$ cat src/rtl/note_scroller.sv
// Seven-lane falling-note scroller: pending spawns enter at the top (bit 191), maps shift
// toward the hit line (bit 0) every SCROLL_DIV clocks, and hits/misses are scored at the bottom.
// Optional build macro: NOTE_SCROLLER_PAUSE_EN adds a `pause` input that freezes scrolling.
module note_scroller #(
  parameter int SCROLL_DIV = 100000,
  parameter int HIT_WIN    = 8
) (
  input  logic         clk,
  input  logic         rst,
`ifdef NOTE_SCROLLER_PAUSE_EN
  input  logic         pause,
`endif
  input  logic         note_valid,
  input  logic [2:0]   note_lane,
  output logic         note_ready,
  input  logic [6:0]   hit,
  output logic [191:0] notesMap0,
  output logic [191:0] notesMap1,
  output logic [191:0] notesMap2,
  output logic [191:0] notesMap3,
  output logic [191:0] notesMap4,
  output logic [191:0] notesMap5,
  output logic [191:0] notesMap6,
  output logic [6:0]   hit_pulse,
  output logic [6:0]   miss_pulse,
  output logic [15:0]  score,
  output logic [15:0]  miss_cnt
);

  localparam int NUM_LANES = 7;
  localparam int MAP_W     = 192;
  localparam int DIV_W     = (SCROLL_DIV > 2) ? $clog2(SCROLL_DIV) : 1;

  // Spawn handshake: a request transfers in any cycle where note_valid && note_ready
  // are both high at the rising edge; note_ready is combinational from the pending
  // flag of the requested lane and never depends on note_valid.

  logic [DIV_W-1:0]                    div_q, div_d;
  logic [NUM_LANES-1:0]                pend_q, pend_d;
  logic [NUM_LANES-1:0][MAP_W-1:0]     map_q, map_d;
  logic [NUM_LANES-1:0]                hit_pulse_q, hit_pulse_d;
  logic [NUM_LANES-1:0]                miss_pulse_q, miss_pulse_d;
  logic [15:0]                         score_q, score_d;
  logic [15:0]                         miss_cnt_q, miss_cnt_d;

  logic                                tick;
  logic                                freeze;
  logic                                spawn;
  logic [NUM_LANES:0]                  pend_ext;
  logic [NUM_LANES-1:0]                hit_ok;
  logic [NUM_LANES-1:0]                miss;
  logic [NUM_LANES-1:0][MAP_W-1:0]     map_hit;
  logic [3:0]                          hit_cnt;
  logic [3:0]                          miss_cnt_inc;

`ifdef NOTE_SCROLLER_PAUSE_EN
  assign freeze = pause;
`else
  assign freeze = 1'b0;
`endif

  function automatic logic [15:0] sat_add(input logic [15:0] a, input logic [3:0] b);
    logic [16:0] sum;
    sum = {1'b0, a} + {13'b0, b};
    return sum[16] ? 16'hFFFF : sum[15:0];
  endfunction

  // Lane 7 does not exist; the extra always-set flag makes it permanently not ready.
  assign pend_ext   = {1'b1, pend_q};
  assign note_ready = ~pend_ext[note_lane];
  assign spawn      = note_valid & note_ready;

  // Per-lane hit evaluation on the pre-shift map: clear the lowest set bit in the window.
  for (genvar g = 0; g < NUM_LANES; g++) begin : g_lane
    logic [HIT_WIN-1:0] win;
    logic [HIT_WIN-1:0] low;
    assign win        = map_q[g][HIT_WIN-1:0];
    assign low        = win & (~win + 1'b1);
    assign hit_ok[g]  = hit[g] & (|win);
    assign map_hit[g] = hit_ok[g] ? (map_q[g] & ~MAP_W'(low)) : map_q[g];
  end

  always_comb begin
    tick         = 1'b0;
    div_d        = div_q;
    pend_d       = pend_q;
    map_d        = map_hit;
    miss         = '0;
    hit_cnt      = '0;
    miss_cnt_inc = '0;

    if (!freeze) begin
      if (div_q == DIV_W'(SCROLL_DIV - 1)) begin
        tick  = 1'b1;
        div_d = '0;
      end else begin
        div_d = div_q + 1'b1;
      end
    end

    if (tick) begin
      for (int l = 0; l < NUM_LANES; l++) begin
        miss[l]  = map_hit[l][0];
        map_d[l] = {pend_q[l], map_hit[l][MAP_W-1:1]};
      end
      pend_d = '0;
    end

    // A spawn landing on a tick edge stays pending for the following tick.
    if (spawn) begin
      pend_d[note_lane] = 1'b1;
    end

    for (int l = 0; l < NUM_LANES; l++) begin
      hit_cnt      = hit_cnt + {3'b0, hit_ok[l]};
      miss_cnt_inc = miss_cnt_inc + {3'b0, miss[l]};
    end

    hit_pulse_d  = hit_ok;
    miss_pulse_d = miss;
    score_d      = sat_add(score_q, hit_cnt);
    miss_cnt_d   = sat_add(miss_cnt_q, miss_cnt_inc);
  end

  always_ff @(posedge clk) begin
    if (rst) begin
      div_q        <= '0;
      pend_q       <= '0;
      map_q        <= '0;
      hit_pulse_q  <= '0;
      miss_pulse_q <= '0;
      score_q      <= '0;
      miss_cnt_q   <= '0;
    end else begin
      div_q        <= div_d;
      pend_q       <= pend_d;
      map_q        <= map_d;
      hit_pulse_q  <= hit_pulse_d;
      miss_pulse_q <= miss_pulse_d;
      score_q      <= score_d;
      miss_cnt_q   <= miss_cnt_d;
    end
  end

  assign notesMap0  = map_q[0];
  assign notesMap1  = map_q[1];
  assign notesMap2  = map_q[2];
  assign notesMap3  = map_q[3];
  assign notesMap4  = map_q[4];
  assign notesMap5  = map_q[5];
  assign notesMap6  = map_q[6];
  assign hit_pulse  = hit_pulse_q;
  assign miss_pulse = miss_pulse_q;
  assign score      = score_q;
  assign miss_cnt   = miss_cnt_q;

endmodule

$ cat config.mk
export PLATFORM = sky130hd
export DESIGN_NAME = note_scroller
export DESIGN_NICKNAME = d
export VERILOG_FILES = /design/src/rtl/note_scroller.sv
export SDC_FILE = /design/constraint.sdc
export NUM_CORES = 2
export LEC_CHECK = 0
export BUFFER_PORTS_ARGS = -buffer_cell sky130_fd_sc_hd__buf_4
export CORE_AREA = 3 3 545 547
export DETAILED_ROUTE_END_ITERATION = 7
export DIE_AREA = 0 0 548 550
export PLACE_DENSITY = 0.42
export SKIP_LAST_GASP = 1
export SLEW_MARGIN = 20
export SYNTH_ARGS = -nofsm -noshare
export SYNTH_HDL_FRONTEND = slang
export SYNTH_SLANG_ARGS = --single-unit
$ cat constraint.sdc
create_clock -name clk -period 8.75 [get_ports clk]
set_input_delay 1.75 -clock clk [delete_from_list [all_inputs] [get_ports clk]]
set_output_delay 1.75 -clock clk [all_outputs]
set_load 0.01 [all_outputs]
==> metrics.txt <==
reg2reg setup slack 2830 ps; core outline area 293000 um2; Chip Height 550 um; Finished Core Util 0.237; TritonCTS clock tree yes; Post-DP HPWL 157 mm; io pins 1404; Syn Nets 6335; Syn Area/Cell 8.01 um2; asr flop ratio synth 0; Final nets 7497; Max Clock Freq 0.169 GHz; H-Tree Depth 4; Placer Congestion 0.857; vias in the first global route 44400; Worst-path clk slew 60 ps; GRT Util Overall 0.134; arrival time worst endpoint 6560 ps; grt total ovfl 0; Initial Utilization 0.172; die area 301000 um2; status finished, final reports clean; RR Startpoint div_q[0]; WL final 217 mm; RSZ-0062 raised after global routing no; hold_sp notesMap6[127]; TNS Setup 0 ps; Yosys top cell area share 0.561; clock buffer depth 4; Post-Syn Area 50500 um2; Hold Path End notesMap6[126]; library cells used by synthesis 62; post-synth top area cell dfxtp_1; first-pass GRT wire length 310 mm; Post-synth top flop dfxtp_1; largest net degree at the start of global routing 226; Power Density 197 nW/um2; antenna violations before repair 4; commonest non-fill, non-tap cell in the layout nand2_1; CP required 9390 ps; # rows 199; vias per cell 4.09; critical path capture point type flop; HP Class flop to flop; Top cell by count, worst path fa_1; Slew @ Worst Pin 1220 ps; DR iter-0 viols 3457; synth top area cells dfxtp_1 56%, nand2_1 19%, a21oi_1 13%, buf_2 1.8%, clkbuf_1 1.6%; clock latency on the worst-skew pair 810 ps; number of flops mapped to enable cells by yosys 0; most frequent cells in the layout 2615 x nand2_1, 1438 x buf_4, 1414 x dfxtp_1; Slew HR 0.189; drt wl/cell 18.9 um; DRC 0; max-cap viol count 0; Area Overhead vs Synth 37.8%; Worst Setup Path Type flop to flop; synthesized flop and latch total 1414; layout cells sized above 1 0.228; post-route minimum period 5920 ps; # resized after CTS 0; CP peak stage delay 980 ps; reg-to-reg endpoint miss_cnt[9]; register area share after synthesis 0.561; Sink Count 1414; CP cell instances ha_1, nand4_1, or4_4, nor2_1, fa_1, inv_1, fa_1, fa_1, inv_1, ha_1, fa_1, a211oi_1, nor3_1, nand2_1, a31oi_1; final worst-path cycle share 0.676; width of the die 548 um; antenna viol nets, final 0; worst-path maximum fanout 42; port bufs 1403; Static Leak 0.0256 uW; number of hold violations in the final report 0; DR vias 47000; final setup fails 0; Clk Tree Root Cell clkbuf_16; fill count 32300; TritonRoute pass-1 iters 5; fin. max-slew vios 0; postcts setup bufs 0; Max IR drop VDD 125 uV; Gate Count Post-Synth 6299; worst clock skew 45.6 ps; slowest cell on the critical path or4_4; hold_buf cts 0; hold path depth 2; crit path launch type flop; Inserted Clock Buffers 173; Yosys warnings 0; R2R depth 15
## state kept, by name, summed over array words and instances (netlist names)
register / flops
hit_pulse: 7
notesMap1: 192
score: 16
miss_pulse: 7
pend_q: 7
notesMap5: 192
div_q: 17
miss_cnt: 16
notesMap3: 192
notesMap2: 192
notesMap6: 192
notesMap0: 192
notesMap4: 192
## per-stage QoR
| step | power, uW | area, um2 | worst slack, ps | hold slack, ps | std cells |
|---|---|---|---|---|---|
| 6_report | 13700 | 69500 | 2830 | 441 | 11500 |
| 5_1_grt | 14200 | 69500 | 2390 | 455 | 11500 |
| 4_1_cts | 14000 | 69500 | 2840 | 434 | 11500 |
| 3_5_place_dp | 6740 | 64000 | 2880 | 430 | 11200 |
| 3_3_place_gp | 6740 | 64000 | 2900 | 423 | 11200 |
| 2_1_floorplan | 6690 | 50500 | 3430 | 412 | 6299 |
## where the power goes
part | internal [uW] | switching, uW
Clock | 4140 | 2940
Sequential | 6440 | 1.80
Combinational | 22.8 | 130
## kinds of logic after synthesis
logic type,after synthesis,synth area share
xor+xnor,21,0.00365
mux,7,0.00166
buf+inv,502,0.0517
fa+ha+maj,23,0.00689
flops,1414,0.561
simple gates,2868,0.223
compound gates,1464,0.152
## synth_stat cells (3+ instances only)
library cell	n
xnor2_1	6
nor2_1	74
nand4_1	22
o211ai_1	13
or3b_2	3
o22ai_1	8
and3_1	8
dfxtp_1	1414
clkbuf_1	212
and4_1	3
o21ai_0	18
fa_1	8
inv_1	34
nor4_1	11
a32o_1	4
a211oi_1	4
nor3b_1	6
ha_1	15
buf_4	9
nand3_1	30
or2_2	7
buf_2	181
mux2i_1	5
a21oi_1	1338
xor2_1	15
or4_1	21
o41ai_1	21
o2111a_1	4
o311ai_0	10
a31oi_1	16
nand3b_1	5
nand2b_1	9
a2111oi_0	7
buf_1	4
nor3_1	24
buf_6	62
o31ai_1	6
or3_1	13
a21o_1	4
nand2_1	2615
## critical path: cells and delay by family (launching register included)
kind | cells | cell delay, ps
simple gates | 5 | 2330
fa+ha+maj | 6 | 2290
compound gates | 2 | 640
flops | 1 | 340
buf+inv | 2 | 130
## layer usage
layer  GRT usage  share of wire  vias up
li1            -              -    22900
met1       0.145           0.38    22400
met2       0.236           0.50     1389
met3      0.0530          0.092      290
met4      0.0478          0.037        2
met5           0       0.000055        -
## worst max-delay path by stage
stage                     startpoint           end  slack [ps]  depth (start not counted)
after floorplan             div_q[5]  miss_cnt[15]        3430                         19
after global placement        hit[2]      score[9]        2900                         12
after detailed placement      hit[2]      score[7]        2880                         12
after CTS                   div_q[0]   miss_cnt[9]        2840                         15
after global routing        div_q[0]   miss_cnt[9]        2390                         15
final                       div_q[0]   miss_cnt[9]        2830                         15
## final cells by class
cell class,instances,area [um2],share of cell area
diodes,5,12.5,0.000180
clock buffers,251,4980,0.0717
clock inverters,49,542,0.00779
inverters,34,128,0.00184
multi-input cells,4383,19600,0.281
flip-flops and latches,1414,28300,0.407
well taps,3919,4900,0.0705
repair buffers,1455,11100,0.160
Power figures use the tool's default switching activity.
